`config.mk`:
```
export PLATFORM = sky130hd
export DESIGN_NAME = reflect_stream
export DESIGN_NICKNAME = d
export VERILOG_FILES = /design/src/rtl/crc_pkg.sv /design/src/rtl/reflect8.sv /design/src/rtl/reflect_stream.sv
export SDC_FILE = /design/constraint.sdc
export NUM_CORES = 1
export LEC_CHECK = 0
export ABC_AREA = 0
export CAP_MARGIN = 10
export CORE_UTILIZATION = 42
export DETAILED_ROUTE_END_ITERATION = 16
export HOLD_SLACK_MARGIN = 0.02
export SKIP_LAST_GASP = 1
export SYNTH_ARGS = -nofsm -noshare
export SYNTH_HDL_FRONTEND = slang
export SYNTH_HIERARCHICAL = 1
export SYNTH_SLANG_ARGS = --single-unit
```
`constraint.sdc`:
```
create_clock -name clk -period 5.1 [get_ports clk]
set_input_delay 1.53 -clock clk [delete_from_list [all_inputs] [get_ports clk]]
set_output_delay 1.53 -clock clk [all_outputs]
set_load 0.02 [all_outputs]
```
`src/rtl/crc_pkg.sv`:
```
// Shared definitions for the CRC datapath: reflection mode codes and the
// state encoding of the byte-serial reflector.
package crc_pkg;

  localparam logic [1:0] REFL_PASS = 2'b00;
  localparam logic [1:0] REFL_BYTE = 2'b01;
  localparam logic [1:0] REFL_SWAP = 2'b10;
  localparam logic [1:0] REFL_FULL = 2'b11;

  typedef enum logic {
    ST_COLLECT = 1'b0,
    ST_EMIT    = 1'b1
  } state_t;

endpackage

```
`src/rtl/reflect8.sv`:
```
// 8-bit bit reversal: output bit k is input bit 7-k.
module reflect8 (
  input  logic [7:0] i_byte,
  output logic [7:0] o_byte
);

  for (genvar k = 0; k < 8; k++) begin : g_bit
    assign o_byte[k] = i_byte[7-k];
  end

endmodule

```
`src/rtl/reflect_stream.sv`:
```
// Byte-serial reflection engine: collects a word of up to MAX_BYTES bytes,
// transforms it, then returns it as a parallel value and a byte stream.
module reflect_stream
  import crc_pkg::*;
#(
  parameter  int MAX_BYTES = 8,
  localparam int CW        = $clog2(MAX_BYTES)
) (
  input  logic                   clk,
  input  logic                   rst_n,
  input  logic [1:0]             mode,
  input  logic [7:0]             in_data,
  input  logic                   in_valid,
  input  logic                   in_last,
  output logic                   in_ready,
  output logic [7:0]             out_data,
  output logic                   out_valid,
  output logic                   out_last,
  input  logic                   out_ready,
  output logic [8*MAX_BYTES-1:0] result_value,
  output logic [CW-1:0]          result_len,
  output logic                   result_valid
);

  localparam logic [CW-1:0] LAST_IDX = CW'(MAX_BYTES - 1);
  localparam logic [CW-1:0] ZERO_IDX = {CW{1'b0}};

  state_t                 r_state;
  state_t                 w_state_nxt;
  logic [CW-1:0]          r_cnt;
  logic [CW-1:0]          r_oidx;
  logic [CW-1:0]          r_len;
  logic [CW-1:0]          w_oidx_inc;
  logic [1:0]             r_mode;
  logic [1:0]             w_mode_eff;
  logic [7:0]             r_bytes      [MAX_BYTES];
  logic [7:0]             w_next_bytes [MAX_BYTES];
  logic [8*MAX_BYTES-1:0] r_result;
  logic [8*MAX_BYTES-1:0] w_result;
  logic [7:0]             r_out_data;
  logic                   r_out_valid;
  logic                   r_out_last;
  logic                   r_result_valid;
  logic                   w_swap;
  logic                   w_refl;
  logic                   w_accept;
  logic                   w_last_byte;
  logic                   w_emit_adv;
  logic                   w_emit_done;

  assign w_accept    = (r_state == ST_COLLECT) && in_valid;
  assign w_last_byte = w_accept && (in_last || (r_cnt == LAST_IDX));
  assign w_emit_adv  = (r_state == ST_EMIT) && out_ready;
  assign w_emit_done = w_emit_adv && (r_oidx == r_len);
  assign w_oidx_inc  = r_oidx + CW'(1);
  // The mode travels with the first byte, so it is taken live while cnt is 0.
  assign w_mode_eff  = (r_cnt == ZERO_IDX) ? mode : r_mode;

  always_comb begin
    w_swap = 1'b0;
    w_refl = 1'b0;
    case (w_mode_eff)
      REFL_PASS: begin w_swap = 1'b0; w_refl = 1'b0; end
      REFL_BYTE: begin w_swap = 1'b0; w_refl = 1'b1; end
      REFL_SWAP: begin w_swap = 1'b1; w_refl = 1'b0; end
      REFL_FULL: begin w_swap = 1'b1; w_refl = 1'b1; end
      default:   begin w_swap = 1'b0; w_refl = 1'b0; end
    endcase
  end

  // Result is built from stored bytes plus the byte being accepted this cycle.
  for (genvar g = 0; g < MAX_BYTES; g++) begin : g_lane
    localparam logic [CW-1:0] LANE = CW'(g);
    logic [CW-1:0] w_src_idx;
    logic [7:0]    w_lane;
    logic [7:0]    w_lane_rev;

    assign w_next_bytes[g] = (r_cnt == LANE) ? in_data : r_bytes[g];
    assign w_src_idx       = w_swap ? (r_cnt - LANE) : LANE;
    assign w_lane          = (LANE <= r_cnt) ? w_next_bytes[w_src_idx] : 8'h00;

    reflect8 u_reflect8 (
      .i_byte (w_lane),
      .o_byte (w_lane_rev)
    );

    assign w_result[8*g +: 8] = w_refl ? w_lane_rev : w_lane;
  end

  always_ff @(posedge clk or negedge rst_n) begin
    if (!rst_n) begin
      r_state <= ST_COLLECT;
    end else begin
      r_state <= w_state_nxt;
    end
  end

  always_comb begin
    w_state_nxt = r_state;
    case (r_state)
      ST_COLLECT: begin
        if (w_last_byte) w_state_nxt = ST_EMIT;
        else             w_state_nxt = ST_COLLECT;
      end
      ST_EMIT: begin
        if (w_emit_done) w_state_nxt = ST_COLLECT;
        else             w_state_nxt = ST_EMIT;
      end
      default: w_state_nxt = ST_COLLECT;
    endcase
  end

  always_ff @(posedge clk or negedge rst_n) begin
    if (!rst_n) begin
      r_cnt          <= ZERO_IDX;
      r_oidx         <= ZERO_IDX;
      r_len          <= ZERO_IDX;
      r_mode         <= REFL_PASS;
      r_result       <= '0;
      r_out_data     <= 8'h00;
      r_out_valid    <= 1'b0;
      r_out_last     <= 1'b0;
      r_result_valid <= 1'b0;
      for (int k = 0; k < MAX_BYTES; k++) r_bytes[k] <= 8'h00;
    end else begin
      r_result_valid <= w_last_byte;
      if (w_accept) begin
        r_bytes[r_cnt] <= in_data;
        if (r_cnt == ZERO_IDX) r_mode <= mode;
      end
      if (w_last_byte) begin
        r_cnt       <= ZERO_IDX;
        r_len       <= r_cnt;
        r_result    <= w_result;
        r_oidx      <= ZERO_IDX;
        r_out_valid <= 1'b1;
        r_out_data  <= w_result[7:0];
        r_out_last  <= (r_cnt == ZERO_IDX);
      end else if (w_accept) begin
        r_cnt <= r_cnt + CW'(1);
      end else if (w_emit_done) begin
        r_out_valid <= 1'b0;
        r_out_data  <= 8'h00;
        r_out_last  <= 1'b0;
      end else if (w_emit_adv) begin
        r_oidx     <= w_oidx_inc;
        r_out_data <= r_result[{w_oidx_inc, 3'b000} +: 8];
        r_out_last <= (w_oidx_inc == r_len);
      end
    end
  end

  assign in_ready     = (r_state == ST_COLLECT);
  assign out_data     = r_out_data;
  assign out_valid    = r_out_valid;
  assign out_last     = r_out_last;
  assign result_value = r_result;
  assign result_len   = r_len;
  assign result_valid = r_result_valid;

endmodule

```
=== Word-level counts from Yosys, hierarchy flattened ===
Index checks and enable logic that the tools add are counted.

* Register bits after elaboration: 151
* Input port bits: 15
* Output and inout bits: 79
* Logic and storage cells: 171

* Add/subtract/negate cells: 9
* Order comparisons: 18
* Equality and inequality tests: 14
* Shift operators: 1
* Muxes and demuxes: 82
* Bitwise gates (word level): 10
* Reductions and logical operators: 19

{| class="wikitable"
|+ Operators with widths
! kind !! number
|-
| two-way mux 8 bit || 45
|-
| binary-select mux 8 bit (select 3 bit) || 8
|-
| bitwise mux 64 bit || 1
|-
| indexed part select 64 x 7 -> 8 bit || 1
|-
| two-way mux 3 bit || 14
|-
| >= comparator 4 bit, second input constant || 9
|-
| inverter 3 -> 4 bit || 9
|-
| demux 8 bit (select 3 bit) || 1
|-
| == test 3 bit, second input constant || 4
|-
| <= comparator 3 bit, first input constant || 4
|-
| subtractor 3 bit, second input constant || 4
|-
| two-way mux 1 bit || 9
|-
| OR reduction 2 bit || 4
|-
| adder 3 x 1 -> 3 bit, second input constant || 2
|-
| == test 3 x 2 -> 1 bit, second input constant || 2
|-
| == test 3 bit || 2
|-
| <= comparator 1 x 3 -> 1 bit, first input constant || 2
|-
| <= comparator 2 x 3 -> 1 bit, first input constant || 2
|-
| case mux 1 bit (2 select lines) || 3
|-
| nonzero test 2 bit || 3
|-
| subtractor 3 x 2 -> 3 bit, second input constant || 2
|-
| logical AND 1 bit || 5
|-
| == test 2 bit, second input constant || 2
|-
| < comparator 4 x 1 -> 1 bit, second input constant || 1
|-
| 13 further kinds || 14
|}

=== Longest topological paths before layout ===
* Depth after elaboration: 13
* Depth in mapped cells: 18
* Depth with buffers taken out: 12

=== Hierarchy ===
The synthesis kept the hierarchy.

{| class="wikitable"
|+ Modules (own cells, without submodules)
! module !! times used !! cells an instance !! area each (µm²) !! sequential area each (µm²)
|-
| reflect_stream || 1 || 1299 || 11716.2 || 3778.6
|-
| reflect8 || 8 || 8 || 60.1 || 0.0
|}

=== Worst setup path after synthesis ===
OpenSTA, ideal clock, no wires.

* Path type: input -> register
* Start: input mode[1]
* End: register r_result[24], in the netlist result_value[24]
* Setup time: 0.127 ns
* Data arrival time: 3.743 ns
* Data required time: 4.973 ns
* Setup slack: 1.230 ns
* Cell stages on the path: 12
* Buffers on the path: 5
* Cell sequence: clkbuf_1 > and2_1 > mux2i_4 > buf_6 > buf_4 > buf_2 > mux2i_1 > a211oi_1 > buf_4 > a221o_1 > a221oi_1 > nor2_1

* Word-level cells in the longest chain between the ends: 11
* Elaborated cells on any way between the ends: 18
* Those cells by class: 3 x eq/ne; 9 x mux; 1 x bitwise; 5 x reduce/logical

{| class="wikitable"
|+ Ends and longest elaborated chain
! what !! line !! source
|-
| from (decl) || reflect_stream.sv:11 || <nowiki>input logic [1:0] mode,</nowiki>
|-
| two-way mux 2 bit * || reflect_stream.sv:57 || <nowiki>assign w_mode_eff = (r_cnt == ZERO_IDX) ? mode : r_mode;</nowiki>
|-
| == test 2 bit (tied with other cells) || reflect_stream.sv:62 || <nowiki>case (w_mode_eff)</nowiki>
|-
| OR reduction 2 bit (no line) || - ||
|-
| case mux 1 bit (2 select lines) * || reflect_stream.sv:62 ||
|-
| two-way mux 3 bit * || reflect_stream.sv:79 || <nowiki>assign w_src_idx = w_swap ? (r_cnt - LANE) : LANE;</nowiki>
|-
| inverter 3 -> 4 bit (implied by the code) * || reflect_stream.sv:80 || <nowiki>assign w_lane = (LANE <= r_cnt) ? w_next_bytes[w_src_idx] : 8'h00;</nowiki>
|-
| binary-select mux 8 bit (select 3 bit) * || reflect_stream.sv:80 ||
|-
| two-way mux 8 bit (implied by the code) * (2 in series) || reflect_stream.sv:80 ||
|-
| two-way mux 8 bit * || reflect_stream.sv:80 ||
|-
| via g_lane[3].w_lane[7] || reflect_stream.sv:75 || <nowiki>logic [7:0] w_lane;</nowiki>
|-
| two-way mux 8 bit * || reflect_stream.sv:87 || <nowiki>assign w_result[8*g +: 8] = w_refl ? w_lane_rev : w_lane;</nowiki>
|-
| to (signal assigned) || reflect_stream.sv:134 || <nowiki>r_result <= w_result;</nowiki>
|-
| to (decl) || reflect_stream.sv:38 || <nowiki>logic [8*MAX_BYTES-1:0] r_result;</nowiki>
|}

The timed path passes the listed nets; every way through them passes the cells marked *. The select of a mux whose other input is x is not followed.
A chain may end at the register's enable or synchronous reset.

=== Worst setup path in the final report ===
* Start: input mode[1]
* End: register r_result[57], in the netlist result_value[57]

* Word-level cells in the longest chain between the ends: 11
* Elaborated cells on any way between the ends: 18
* Those cells by class: 3 x eq/ne; 9 x mux; 1 x bitwise; 5 x reduce/logical

{| class="wikitable"
|+ Ends and longest elaborated chain
! what !! line
|-
| two-way mux 2 bit * || reflect_stream.sv:57
|-
| == test 2 bit (tied with other cells) || reflect_stream.sv:62
|-
| OR reduction 2 bit (no line) || -
|-
| case mux 1 bit (2 select lines) * || reflect_stream.sv:62
|-
| two-way mux 3 bit * || reflect_stream.sv:79
|-
| inverter 3 -> 4 bit (implied by the code) * || reflect_stream.sv:80
|-
| binary-select mux 8 bit (select 3 bit) * || reflect_stream.sv:80
|-
| two-way mux 8 bit (implied by the code) * (2 in series) || reflect_stream.sv:80
|-
| two-way mux 8 bit * || reflect_stream.sv:80
|-
| via g_lane[7].w_lane[6] || reflect_stream.sv:75
|-
| two-way mux 8 bit * || reflect_stream.sv:87
|}

Marked as above.

==> results by stage <==
Route:
- The number of iterations in the first detailed-routing pass is 6.
- The post-detailed-route count of antenna-violating nets is 0.
- The detailed router finished its first iteration with 1638 violations.
- The total via count after detailed routing is 11500.
- For this block, the routed nets add up to around 47000 um of wire.
- After detailed routing, the average wire length per cell comes to 26.4 um.
- Using the TritonRoute via totals, the vias-per-cell ratio works out to about 6.5.
- The post-route DRC violation count is 0.

Synth:
- The Yosys step of the flow raised 6 warnings.
- The synthesized design spends more area on one cell type than any other, namely sky130_fd_sc_hd__dfrtp_1.
- The share of synthesized flip-flops with an asynchronous set or reset is 1.00.
- The post-synthesis compound-gate area fraction was 0.216.
- The cell count after synthesis came out at 1363.
- By area the synthesized netlist is led by sky130_fd_sc_hd__dfrtp_1, sky130_fd_sc_hd__mux2i_1, sky130_fd_sc_hd__mux2_2, sky130_fd_sc_hd__nand2_1, sky130_fd_sc_hd__nor2_1.
- Of the total synthesized cell area, the portion taken by XOR and XNOR cells is 0.00503.
- The simple-gate portion of the synthesized area is 0.151.
- Counting instances in the post-synthesis netlist gives the leading cell types as sky130_fd_sc_hd__nand2_1, sky130_fd_sc_hd__dfrtp_1, sky130_fd_sc_hd__nor2_1, sky130_fd_sc_hd__mux2i_1, sky130_fd_sc_hd__mux2_2.
- Of the post-synthesis cell area, the dominant cell type holds 0.310.
- The count of different cell masters after synthesis is slightly above 70.
- The most repeated cell in the gate-level netlist after synthesis is sky130_fd_sc_hd__nand2_1.
- The post-synth design cell area is 12200 um^2.
- In the synthesized netlist the dominant register cell turns out to be sky130_fd_sc_hd__dfrtp_1.
- Synthesis inferred approximately 150 register bits.
- The count of flip-flops with a built-in enable after synthesis is 0.
- Of the total synthesized cell area, the portion taken by full adders, half adders and majority gates is 0.0123.
- By area, the combinational part of the netlist is dominated by multiplexers.
- The post-synthesis sequential area ratio is 0.310.
- Each instance of the synthesized netlist takes up on average a little under 9 um^2.
- Synthesis produced a netlist with a net count of approximately 1400.
- The portion of synthesized area spent on multiplexers is 0.216.

STA:
- Setup repair after global routing left no endpoint under its margin.
- The setup TNS is 0 ns.
- The worst setup margin is ~0.75 ns.
- In the finished design, the share of the clock period the worst path needs comes to 0.852.
- The final count of pins violating max slew is 0.
- Counting I/O delays and the setup requirement, the final critical path takes roughly 4.3 ns.
- Timing would allow up to about 0.23 GHz.
- The total of endpoints with negative setup slack in the final report is 0.
- The relative slew slack is 0.176.
- Between clock sinks in the finished design, the worst skew comes to 0.0102 ns.
- At the pin with the least slew margin, the transition time is approximately 1.2 ns.
- The total count of hold-check failures in the final report is 0.

Clock tree:
- The total of cells resized after clock tree synthesis is 0.
- The hold buffer count at CTS is 0.
- The total number of clock tree sinks is between 150 and 200.
- The root buffer cell chosen for the clock tree is sky130_fd_sc_hd__clkbuf_16.
- The later pin in the worst-skew pair is clocked with a latency of 0.44 ns.
- The clock-pin slew of the registers on the worst-case setup and hold paths is approximately 0.070 ns.
- The number of buffers between clock root and the deepest sink is 2.
- The buffer count from post-CTS setup fixing is 0.
- The CTS H-tree depth is 4.
- The clock tree from TritonCTS is yes.
- The number of buffers created by CTS is 17.

Floorplan:
- The overall die height is between 150 and 200 um.
- The floorplan step defined a die boundary enclosing 29700 um^2.
- From left edge to right edge, the die measures 172 um.
- The initialized floorplan defines between 60 and 70 standard-cell rows.
- The I/O pin count is 94.
- The total area inside the core boundary comes to ~29000 um^2.
- The initial utilization of the core area, before any placement, comes to 0.426.

Critical path:
- Along the worst path, the maximum fanout reaches 22.
- The worst setup path is launched from an input pin.
- The flop-to-flop setup slack is 1.35 ns.
- The signal on the critical path passes through clkdlybuf4s50_1 > mux2_4 > a21oi_2 > a222oi_1 > nor2_1 > a21oi_1 > a211oi_1 > a221o_1 > a221oi_1 > nor2_1.
- The number of buffers and inverters on the critical path is 1.
- STA classifies the critical path endpoint as a flip-flop.
- The data required time at the worst endpoint is 5.43 ns.
- For this design, the slowest cell found on the critical path is sky130_fd_sc_hd__clkdlybuf4s50_1.
- Data on the critical path arrives at its endpoint at around 4.7 ns.
- The largest stage delay on the critical path is roughly 0.73 ns.
- The cell that appears most often on the critical path is sky130_fd_sc_hd__nor2_1.
- By startpoint and endpoint, the worst setup path is classified as input pin to flip-flop.
- Grouping stages by cell kind, the critical path spends the most delay in compound AO/OA/AOI/OAI gates.

Finish:
- The number of antenna diodes in the final layout is 0.
- The area overhead of the layout relative to synthesis is 13.3%.
- The final design utilization is 0.483.
- The filler cell count in the final layout is about 2700.
- The number of nets at the end of the flow is roughly 1400.
- The fraction of layout cells with a size suffix above 1 is 0.192.

Run status:
- The run finished with clean final reports.

Global route:
- The global-route wire length before repair is 70900 um.
- Summed over all layers, the global routing overflow is 0.
- The initial antenna violation count is 1.
- The overall fraction of global-route tracks in use is 0.325.
- The via count of the first global-routing pass is 10800.
- Entering global routing, the biggest net connects just over 90 pins.

Power and ir drop:
- Across the VDD grid, the largest voltage drop is around 0.00030 V.
- Power comes to 11800 uW.
- In this run the power density over the cells is roughly 850 nW/um^2.
- Summed over all cells, the static leakage comes to approximately 0.006 uW.

Place:
- The HPWL after detailed placement is 34100 um.
- At the end of routability-driven placement, the weighted congestion stood at slightly below 1.
- OpenSTA, run right after detailed placement, puts the worst setup slack at about 0.41 ns.
- The count of port buffers added during placement is between 90 and 100.

Job:
- The count of maximum capacitance violations is 0.

Min path:
- In this run the worst hold path is classified as flip-flop to flip-flop.
## power by group
| part | switching (uW) | internal [uW] | leakage (uW) |
|---|---|---|---|
| clock | 581 | 699 | 0.000278 |
| sequential | 663 | 1710 | 0.00188 |
| combinational | 4990 | 3120 | 0.00382 |
| total | 6230 | 5530 | 0.00598 |
## per-layer routing
| layer | global-route usage | part of all wire |
|---|---|---|
| met3 | 0.0588 | 0.083 |
| met4 | 0.152 | 0.049 |
| met1 | 0.442 | 0.42 |
| met2 | 0.496 | 0.44 |
| met5 | 0 | 0 |
## final cells by class
class,count,area (um^2),share of cell area
tap,384,480,0.0348
timing repair buffer,173,1570,0.114
sequential,151,3780,0.273
inverter,12,45.0,0.00326
multi-input combinational,1025,7360,0.533
clock inverter,14,141,0.0102
clock buffer,18,439,0.0318
## stage by stage
| stage | hold slack, ns | instance area, um^2 | std cells |
|---|---|---|---|
| 3_3_place_gp | 0.486 | 13200 | 1745 |
| 4_1_cts | 0.506 | 13800 | 1777 |
| 2_1_floorplan | 0.475 | 12200 | 1363 |
| 3_5_place_dp | 0.491 | 13200 | 1745 |
| 6_report | 0.498 | 13800 | 1777 |
| 5_1_grt | 0.509 | 13800 | 1777 |
## path summary, 6_finish.rpt
kind	from	to	depth (start not counted)
min reg2reg	out_data[6]	out_data[6]	1
max	mode[1]	result_value[57]	10
min	out_data[6]	out_data[6]	1
min in group asynchronous	rst_n	r_mode[1]	1
max reg2reg	r_cnt[1]	result_value[57]	14
max in group asynchronous	rst_n	r_bytes[57]	2
## state kept, by name, indices dropped and copies added, names as in the netlist
name and cells:
out_data 8, out_last 1, out_valid 1, r_bytes 64
r_cnt 3, r_mode 2, r_oidx 3, r_state 1
result_len 3, result_valid 1, result_value 64
## cell families (layout without fill, tap and decap cells)
family / after synthesis / in the layout
fa+ha+maj: 12 / 12
mux: 229 / 229
xor+xnor: 7 / 7
compound gates: 363 / 363
flops: 151 / 151
simple gates: 414 / 414
buf+inv: 187 / 217
## cells in the final DEF, fill, tap and decap left out, drive strengths merged, types with 27 or more instances in the layout
cell	n
buf	81
o22ai	27
mux2	86
clkdlybuf4s50	92
o21ai	57
dfrtp	151
a21oi	63
nand2	169
nor2	150
mux2i	127
a211oi	56
(Power assumes the default switching activity.)
